`config.mk`:
```
export PLATFORM = sky130hd
export DESIGN_NAME = vx_boot_sequencer_flat
export DESIGN_NICKNAME = d
export VERILOG_FILES = /design/src/rtl/vx_boot_sequencer_if.sv /design/src/rtl/vx_boot_sequencer.sv /design/src/flat_wrapper.sv
export SDC_FILE = /design/constraint.sdc
export NUM_CORES = 1
export LEC_CHECK = 0
export BUFFER_PORTS_ARGS = -buffer_cell sky130_fd_sc_hd__buf_2
export CAP_MARGIN = 30
export CORE_MARGIN = 5
export CORE_UTILIZATION = 35
export DETAILED_ROUTE_END_ITERATION = 10
export PLACE_DENSITY = 0.52
export SLEW_MARGIN = 25
export SYNTH_ARGS = -nofsm -noshare
export SYNTH_HDL_FRONTEND = slang
export SYNTH_SLANG_ARGS = --single-unit
export TNS_END_PERCENT = 50
```
`constraint.sdc`:
```
create_clock -name clk -period 5 [get_ports clk]
set_input_delay 1 -clock clk [delete_from_list [all_inputs] [get_ports clk]]
set_output_delay 1 -clock clk [all_outputs]
set_load 0.005 [all_outputs]
```
`src/rtl/vx_boot_sequencer_if.sv`:
```
// Bus bundle between the boot sequencer and the surrounding bring-up logic.
// Carries the boot request, the memory-loader handshake and the DCR write bus.
// No backpressure anywhere: every signal is a plain level or a one-cycle strobe.

`ifndef VX_DCR_ADDR_WIDTH
`define VX_DCR_ADDR_WIDTH 12
`endif

`ifndef VX_DCR_BASE_STARTUP_ADDR0
`define VX_DCR_BASE_STARTUP_ADDR0 12'h001
`endif

interface vx_boot_sequencer_if #(
  parameter int DCR_ADDR_WIDTH = `VX_DCR_ADDR_WIDTH,
  parameter int DCR_DATA_WIDTH = 32
);
  // control side
  logic                      start;
  logic [DCR_DATA_WIDTH-1:0] startup_addr;
  // memory loader handshake
  logic                      start_mem_loader;
  logic                      load_done;
  // DCR write bus
  logic                      dcr_write_valid;
  logic [DCR_ADDR_WIDTH-1:0] dcr_write_addr;
  logic [DCR_DATA_WIDTH-1:0] dcr_write_data;

  // sequencer side
  modport master (
    input  start,
    input  startup_addr,
    input  load_done,
    output start_mem_loader,
    output dcr_write_valid,
    output dcr_write_addr,
    output dcr_write_data
  );

  // control / loader / DCR-target side
  modport slave (
    output start,
    output startup_addr,
    output load_done,
    input  start_mem_loader,
    input  dcr_write_valid,
    input  dcr_write_addr,
    input  dcr_write_data
  );
endinterface

```
`src/rtl/vx_boot_sequencer.sv`:
```
// Boot/reset sequencer: mem reset -> loader run -> startup DCR write -> staged subsystem release.
// Latency: start to core release = MEM_RESET_CYCLES + load time + SUB_RESET_CYCLES + 3 cycles.
// No backpressure: start is ignored while busy, the DCR strobe is fire-and-forget.

module vx_boot_sequencer #(
  parameter int                        MEM_RESET_CYCLES  = 2,
  parameter int                        SUB_RESET_CYCLES  = 2,
  parameter int                        LOAD_TIMEOUT      = 4096,
  parameter int                        DCR_ADDR_WIDTH    = `VX_DCR_ADDR_WIDTH,
  parameter int                        DCR_DATA_WIDTH    = 32,
  parameter logic [DCR_ADDR_WIDTH-1:0] DCR_STARTUP_ADDR0 = `VX_DCR_BASE_STARTUP_ADDR0
) (
  input  logic                 clk,
  input  logic                 reset_n,
  vx_boot_sequencer_if.master  bus,
  output logic                 mem_reset,
  output logic                 mem_load_reset,
  output logic                 mem_arb_reset,
  output logic                 icache_reset,
  output logic                 dcache_reset,
  output logic                 gbar_reset,
  output logic                 core_reset,
  output logic                 busy,
  output logic                 ready,
  output logic                 timeout_err
);

  // one counter serves all timed states; sized for the longest wait so it never wraps
  localparam int MAX_AB  = (LOAD_TIMEOUT > MEM_RESET_CYCLES) ? LOAD_TIMEOUT : MEM_RESET_CYCLES;
  localparam int MAX_CYC = (MAX_AB > SUB_RESET_CYCLES) ? MAX_AB : SUB_RESET_CYCLES;
  localparam int CNT_W   = $clog2(MAX_CYC) + 1;

  localparam logic [CNT_W-1:0] MEM_LAST  = CNT_W'(MEM_RESET_CYCLES - 1);
  localparam logic [CNT_W-1:0] SUB_LAST  = CNT_W'(SUB_RESET_CYCLES - 1);
  localparam logic [CNT_W-1:0] LOAD_LAST = CNT_W'(LOAD_TIMEOUT - 1);
  localparam logic [CNT_W-1:0] CNT_ZERO  = '0;
  localparam logic [CNT_W-1:0] CNT_ONE   = CNT_W'(1);

  typedef enum logic [2:0] {
    S_IDLE,
    S_MEM_RST,
    S_LOAD,
    S_DCR,
    S_SUB_RST,
    S_CORE_REL,
    S_RUN,
    S_ERROR
  } state_t;

  state_t                    state_q, state_d;
  logic [CNT_W-1:0]          cnt_q, cnt_d;
  logic [DCR_DATA_WIDTH-1:0] addr_q, addr_d;

  // registered output copies and their next values
  logic                      mem_rst_q, mem_rst_d;
  logic                      sub_rst_q, sub_rst_d;
  logic                      core_rst_q, core_rst_d;
  logic                      launch_q, launch_d;
  logic                      dcr_vld_q, dcr_vld_d;
  logic [DCR_ADDR_WIDTH-1:0] dcr_addr_q, dcr_addr_d;
  logic [DCR_DATA_WIDTH-1:0] dcr_data_q, dcr_data_d;
  logic                      busy_q, busy_d;
  logic                      ready_q, ready_d;
  logic                      err_q, err_d;

  // FSM state register
  always_ff @(posedge clk or negedge reset_n) begin
    if (!reset_n) begin
      state_q <= S_IDLE;
    end else begin
      state_q <= state_d;
    end
  end

  // next state, counter, address capture, and output values decoded from the next state
  always_comb begin
    state_d    = state_q;
    cnt_d      = cnt_q;
    addr_d     = addr_q;
    mem_rst_d  = 1'b1;
    sub_rst_d  = 1'b1;
    core_rst_d = 1'b1;
    launch_d   = 1'b0;
    dcr_vld_d  = 1'b0;
    dcr_addr_d = '0;
    dcr_data_d = '0;
    busy_d     = 1'b0;
    ready_d    = 1'b0;
    err_d      = 1'b0;

    case (state_q)
      S_IDLE, S_RUN, S_ERROR: begin
        if (bus.start) begin
          state_d = S_MEM_RST;
          cnt_d   = CNT_ZERO;
          addr_d  = bus.startup_addr;
        end
      end
      S_MEM_RST: begin
        if (cnt_q == MEM_LAST) begin
          state_d = S_LOAD;
          cnt_d   = CNT_ZERO;
        end else begin
          cnt_d = cnt_q + CNT_ONE;
        end
      end
      S_LOAD: begin
        // first LOAD cycle ignores a done left over from a previous run;
        // a done on the terminal-count cycle still beats the timeout
        if (bus.load_done && (cnt_q != CNT_ZERO)) begin
          state_d = S_DCR;
          cnt_d   = CNT_ZERO;
        end else if (cnt_q == LOAD_LAST) begin
          state_d = S_ERROR;
          cnt_d   = CNT_ZERO;
        end else begin
          cnt_d = cnt_q + CNT_ONE;
        end
      end
      S_DCR: begin
        state_d = S_SUB_RST;
        cnt_d   = CNT_ZERO;
      end
      S_SUB_RST: begin
        if (cnt_q == SUB_LAST) begin
          state_d = S_CORE_REL;
          cnt_d   = CNT_ZERO;
        end else begin
          cnt_d = cnt_q + CNT_ONE;
        end
      end
      S_CORE_REL: begin
        state_d = S_RUN;
      end
      default: begin
        state_d = S_IDLE;
        cnt_d   = CNT_ZERO;
      end
    endcase

    // outputs are registered, so decode them from where the FSM is going
    case (state_d)
      S_MEM_RST: begin
        busy_d = 1'b1;
      end
      S_LOAD: begin
        mem_rst_d = 1'b0;
        busy_d    = 1'b1;
        launch_d  = (state_q != S_LOAD);
      end
      S_DCR: begin
        mem_rst_d  = 1'b0;
        busy_d     = 1'b1;
        dcr_vld_d  = 1'b1;
        dcr_addr_d = DCR_STARTUP_ADDR0;
        dcr_data_d = addr_d;
      end
      S_SUB_RST: begin
        mem_rst_d = 1'b0;
        busy_d    = 1'b1;
      end
      S_CORE_REL: begin
        mem_rst_d = 1'b0;
        sub_rst_d = 1'b0;
        busy_d    = 1'b1;
      end
      S_RUN: begin
        mem_rst_d  = 1'b0;
        sub_rst_d  = 1'b0;
        core_rst_d = 1'b0;
        ready_d    = 1'b1;
      end
      S_ERROR: begin
        err_d = 1'b1;
      end
      default: begin
      end
    endcase
  end

  // counter, captured address and registered outputs
  always_ff @(posedge clk or negedge reset_n) begin
    if (!reset_n) begin
      cnt_q      <= '0;
      addr_q     <= '0;
      mem_rst_q  <= 1'b1;
      sub_rst_q  <= 1'b1;
      core_rst_q <= 1'b1;
      launch_q   <= 1'b0;
      dcr_vld_q  <= 1'b0;
      dcr_addr_q <= '0;
      dcr_data_q <= '0;
      busy_q     <= 1'b0;
      ready_q    <= 1'b0;
      err_q      <= 1'b0;
    end else begin
      cnt_q      <= cnt_d;
      addr_q     <= addr_d;
      mem_rst_q  <= mem_rst_d;
      sub_rst_q  <= sub_rst_d;
      core_rst_q <= core_rst_d;
      launch_q   <= launch_d;
      dcr_vld_q  <= dcr_vld_d;
      dcr_addr_q <= dcr_addr_d;
      dcr_data_q <= dcr_data_d;
      busy_q     <= busy_d;
      ready_q    <= ready_d;
      err_q      <= err_d;
    end
  end

  assign mem_reset            = mem_rst_q;
  assign mem_load_reset       = mem_rst_q;
  assign mem_arb_reset        = sub_rst_q;
  assign icache_reset         = sub_rst_q;
  assign dcache_reset         = sub_rst_q;
  assign gbar_reset           = sub_rst_q;
  assign core_reset           = core_rst_q;
  assign busy                 = busy_q;
  assign ready                = ready_q;
  assign timeout_err          = err_q;
  assign bus.start_mem_loader = launch_q;
  assign bus.dcr_write_valid  = dcr_vld_q;
  assign bus.dcr_write_addr   = dcr_addr_q;
  assign bus.dcr_write_data   = dcr_data_q;

endmodule

```
`src/flat_wrapper.sv`:
```
// flat-port wrapper written by rule: the top's interface ports become plain ports
module vx_boot_sequencer_flat 
#(
  parameter int                        MEM_RESET_CYCLES  = 2,
  parameter int                        SUB_RESET_CYCLES  = 2,
  parameter int                        LOAD_TIMEOUT      = 4096,
  parameter int                        DCR_ADDR_WIDTH    = `VX_DCR_ADDR_WIDTH,
  parameter int                        DCR_DATA_WIDTH    = 32,
  parameter logic [DCR_ADDR_WIDTH-1:0] DCR_STARTUP_ADDR0 = `VX_DCR_BASE_STARTUP_ADDR0
)
  (clk, reset_n, mem_reset, mem_load_reset, mem_arb_reset, icache_reset, dcache_reset, gbar_reset, core_reset, busy, ready, timeout_err, bus_start, bus_startup_addr, bus_load_done, bus_start_mem_loader, bus_dcr_write_valid, bus_dcr_write_addr, bus_dcr_write_data);
  vx_boot_sequencer_if #(.DCR_ADDR_WIDTH(DCR_ADDR_WIDTH), .DCR_DATA_WIDTH(DCR_DATA_WIDTH)) bus_i ();
  input  logic clk;
  input  logic reset_n;
  output logic mem_reset;
  output logic mem_load_reset;
  output logic mem_arb_reset;
  output logic icache_reset;
  output logic dcache_reset;
  output logic gbar_reset;
  output logic core_reset;
  output logic busy;
  output logic ready;
  output logic timeout_err;
  input wire logic [$bits(bus_i.start)-1:0] bus_start;
  input wire logic [$bits(bus_i.startup_addr)-1:0] bus_startup_addr;
  input wire logic [$bits(bus_i.load_done)-1:0] bus_load_done;
  output wire logic [$bits(bus_i.start_mem_loader)-1:0] bus_start_mem_loader;
  output wire logic [$bits(bus_i.dcr_write_valid)-1:0] bus_dcr_write_valid;
  output wire logic [$bits(bus_i.dcr_write_addr)-1:0] bus_dcr_write_addr;
  output wire logic [$bits(bus_i.dcr_write_data)-1:0] bus_dcr_write_data;
  assign bus_i.start = bus_start;
  assign bus_i.startup_addr = bus_startup_addr;
  assign bus_i.load_done = bus_load_done;
  assign bus_start_mem_loader = bus_i.start_mem_loader;
  assign bus_dcr_write_valid = bus_i.dcr_write_valid;
  assign bus_dcr_write_addr = bus_i.dcr_write_addr;
  assign bus_dcr_write_data = bus_i.dcr_write_data;
  vx_boot_sequencer #(.MEM_RESET_CYCLES(MEM_RESET_CYCLES), .SUB_RESET_CYCLES(SUB_RESET_CYCLES), .LOAD_TIMEOUT(LOAD_TIMEOUT), .DCR_ADDR_WIDTH(DCR_ADDR_WIDTH), .DCR_DATA_WIDTH(DCR_DATA_WIDTH), .DCR_STARTUP_ADDR0(DCR_STARTUP_ADDR0)) u_core (.clk(clk), .reset_n(reset_n), .bus(bus_i), .mem_reset(mem_reset), .mem_load_reset(mem_load_reset), .mem_arb_reset(mem_arb_reset), .icache_reset(icache_reset), .dcache_reset(dcache_reset), .gbar_reset(gbar_reset), .core_reset(core_reset), .busy(busy), .ready(ready), .timeout_err(timeout_err));
endmodule
```
==> run_results.csv <==
group,metric,value,unit
timing,hold_viol,0,
run,max_cap_violations,0,
floorplan,start_util,35.8,%
power_and_ir_drop,p_leak,2.11,nW
logic_synthesis,yosys-mux-area-fraction,10.6,%
critical_path,path_common_cell,"nor2b_1",
finish,drive_gt1_share,39.0,%
clocking,path_clk_slew,90,ps
critical_path,critPathLaunch,"u_core.state_q[1]",
floorplan,io-pin-count,92,
finish,antennaDiodeCount,0,
timing,setup_tns,0,ps
clocking,cts_hold_buf,0,
logic_synthesis,async_flop_share,100,%
floorplan,die_h,113,um
logic_synthesis,synth_flop_cell,"dfrtp_1",
critical_path,slowest_stage,"dfrtp_1",
detailed_routing,vias,2274,
timing,min_period,2660,ps
logic_synthesis,synth_top_family_by_area,"simple AND/OR/NAND/NOR gates",
logic_synthesis,syn_area,0.00370,sq mm
placed_design,dp_slack,2280,ps
hold_path,hp-class,"flip-flop to flip-flop",
floorplan,fp.dieW,113,um
clocking,clkSinkCount,88,
logic_synthesis,synth_adder_area_share,1.35,%
floorplan,std_cell_rows,37,
timing,max_freq,0.377,GHz
logic_synthesis,yosysSeqAreaShare,59.6,%
critical_path,critPathMaxStageDelay,540,ps
logic_synthesis,synthSimpleGateAreaFrac,15.7,%
placed_design,hpwl,4910,um
outcome,outcome,"finished, final reports clean",
timing,period_share,53.1,%
timing,skew,11.5,ps
detailed_routing,wl,7040,um
global_route,grt_max_degree,50,
critical_path,cp_top_family,"simple AND/OR/NAND/NOR gates",
detailed_routing,first_pass_iters,4,
logic_synthesis,ys_types,44,
detailed_routing,via_per_inst,4.48,
clocking,htree_levels,3,
critical_path,reg2reg_depth,8,
finish,layout.nets,407,
critical_path,arrival,2920,ps
critical_path,crit_fanout,33,
power_and_ir_drop,peakVddDrop,0.165,mV
global_route,grt_overflow,0,
finish,syn_to_final_growth,16.5,%
detailed_routing,drc,0,
critical_path,timing.critical_path.buf_inv,1,
clocking,worstSkewPairLatency,350,ps
global_route,grt_util_all_layers,11.4,%
placed_design,port_buffers,80,
critical_path,reg2reg_slack,2340,ps
critical_path,cp.depth,8,
critical_path,setup.worst_path.end,"u_core.bus.dcr_write_data[11]",
logic_synthesis,ys_seq_elements,88,
clocking,root_buffer,"clkbuf_8",
global_route,grt_pass1_vias,2305,
critical_path,path_cells,"inv_1 > ha_1 > nor2b_1 > a22oi_1 > o21ai_0 > a31o_2 > nand4b_4 > nor2b_1",
timing,timing.final.ws_setup,2340,ps
critical_path,worstSetupPathType,"flip-flop to flip-flop",
finish,final_common_cell,"dfrtp_1",
critical_path,crit-reg2reg-launch,"u_core.state_q[1]",
detailed_routing,wl_per_cell,13.9,um
critical_path,worstPathRequired,5260,ps
clocking,numCtsBuffers,9,
clocking,cts_resized,0,
timing,worstMarginPinSlew,866,ps
floorplan,coreArea,0.0103,sq mm
finish,fillCellCount,972,
clocking,clock_path_buffers,2,
floorplan,dieArea,0.0127,sq mm
logic_synthesis,synth_area_per_cell,12.7,sq um
critical_path,cp-end-kind,"flip-flop",
clocking,post_cts_buffers,0,
logic_synthesis,synth_compound_area_share,4.40,%
critical_path,r2r_end,"u_core.bus.dcr_write_data[11]",
finish,final_cell_mix,"dfrtp_1 (85), buf_2 (79), nor2b_1 (33), mux2_2 (33), nor2_1 (18)",
detailed_routing,drtAntennaViolNets,0,
power_and_ir_drop,power_density,530,mW/mm^2
logic_synthesis,synth_edf_count,0,
detailed_routing,drt_iter0_markers,77,
timing,finalSetupViolations,0,
placed_design,gp_congestion,0.780,
timing,timing.slew.headroom,41.8,%
global_route,antenna_found_initial,0,
global_route,grt_pass1_wl,11600,um
timing,maxSlewViolCount,0,
logic_synthesis,synth_warnings,0,
logic_synthesis,synth-xor-area-share,2.37,%
clocking,cts_tree,"built",
timing,rsz0062_at_grt,"false",
critical_path,start_kind,"flip-flop",
logic_synthesis,syn_inst,291,
[worst min-delay path by stage]
stage | startpoint | cells after the start | endpoint
after floorplan | u_core.addr_q[0] | 1 | u_core.addr_q[0]
after global placement | u_core.addr_q[29] | 1 | u_core.addr_q[29]
after detailed placement | u_core.addr_q[13] | 1 | u_core.addr_q[13]
after CTS | u_core.addr_q[13] | 1 | u_core.addr_q[13]
after global routing | u_core.addr_q[30] | 1 | u_core.addr_q[30]
final | u_core.addr_q[30] | 1 | u_core.addr_q[30]
[metal layers]
layer  track usage, %  routed length (um)
met1             16.0                3340
met2             17.1                3180
met3             3.74                 446
met4             3.37                  75
met5                0                   0
[cell families after synthesis]
kind of cell | after synthesis
other | 1
adders and majority gates | 4
muxes | 35
and+or+nand+nor | 99
AOI/OAI and AO/OA | 21
DFF | 88
xor gates and xnor gates | 10
buffers and inverters | 33
[power breakdown]
group	internal, mW	leakage, nW	switching [mW]
clock	0.186	0.0838	0.265
combinational	0.388	0.891	0.406
sequential	0.955	1.13	0.0850
total	1.53	2.11	0.756
[registers in the layout (all words and copies together), names as in the netlist]
signal                       cells
u_core.timeout_err               1
u_core.state_q                   3
u_core.core_reset                1
u_core.bus.dcr_write_data       32
u_core.mem_load_reset            1
u_core.bus.dcr_write_valid       1
u_core.bus.start_mem_loader      1
u_core.addr_q                   32
u_core.busy                      1
u_core.cnt_q                    13
u_core.ready                     1
u_core.dcache_reset              1
[metrics by stage]
stage / power (mW) / area (sq um) / hold slack (ps) / std cells / utilization (%)
floorplan: 1.65 / 3740 / 465 / 301 / -
global placement: 1.85 / 4130 / 472 / 492 / 40.0
detailed placement: 1.87 / 4130 / 477 / 492 / 40.0
CTS: 2.33 / 4310 / 498 / 508 / 41.8
global route: 2.46 / 4310 / 509 / 508 / 41.8
finish: 2.28 / 4310 / 496 / 508 / 41.8
[cell type report]
| type | instances | area (sq um) | area share [%] |
|---|---|---|---|
| multi-input cells | 180 | 1320 | 30.6 |
| clock inverters | 7 | 56.3 | 1.31 |
| repair buffers | 81 | 410 | 9.52 |
| clock buffers | 9 | 124 | 2.87 |
| well taps | 136 | 170 | 3.95 |
| flip-flops and latches | 88 | 2210 | 51.2 |
| inverters | 7 | 26.3 | 0.610 |
[synthesized netlist by cell type (all sizes together), types with 2 or more instances]
master  count  area (sq um)
a21oi       5          25.0
and2        3          18.8
buf        26           189
dfrtp      85          2130
dfstp       3          78.8
ha          4          50.1
inv         7          26.3
mux2       33           372
mux2i       2          20.0
nand2      16          60.1
nand2b      4          25.0
nand3       5          25.0
nand4       6          50.0
nor2       18          67.6
nor2b      33           206
nor3        3          15.0
nor3b       3          22.5
nor4        3          31.3
o211ai      2          20.0
o21ai       4          20.0
xor2        9          78.8
No activity file was read; power rests on OpenSTA's default activity.
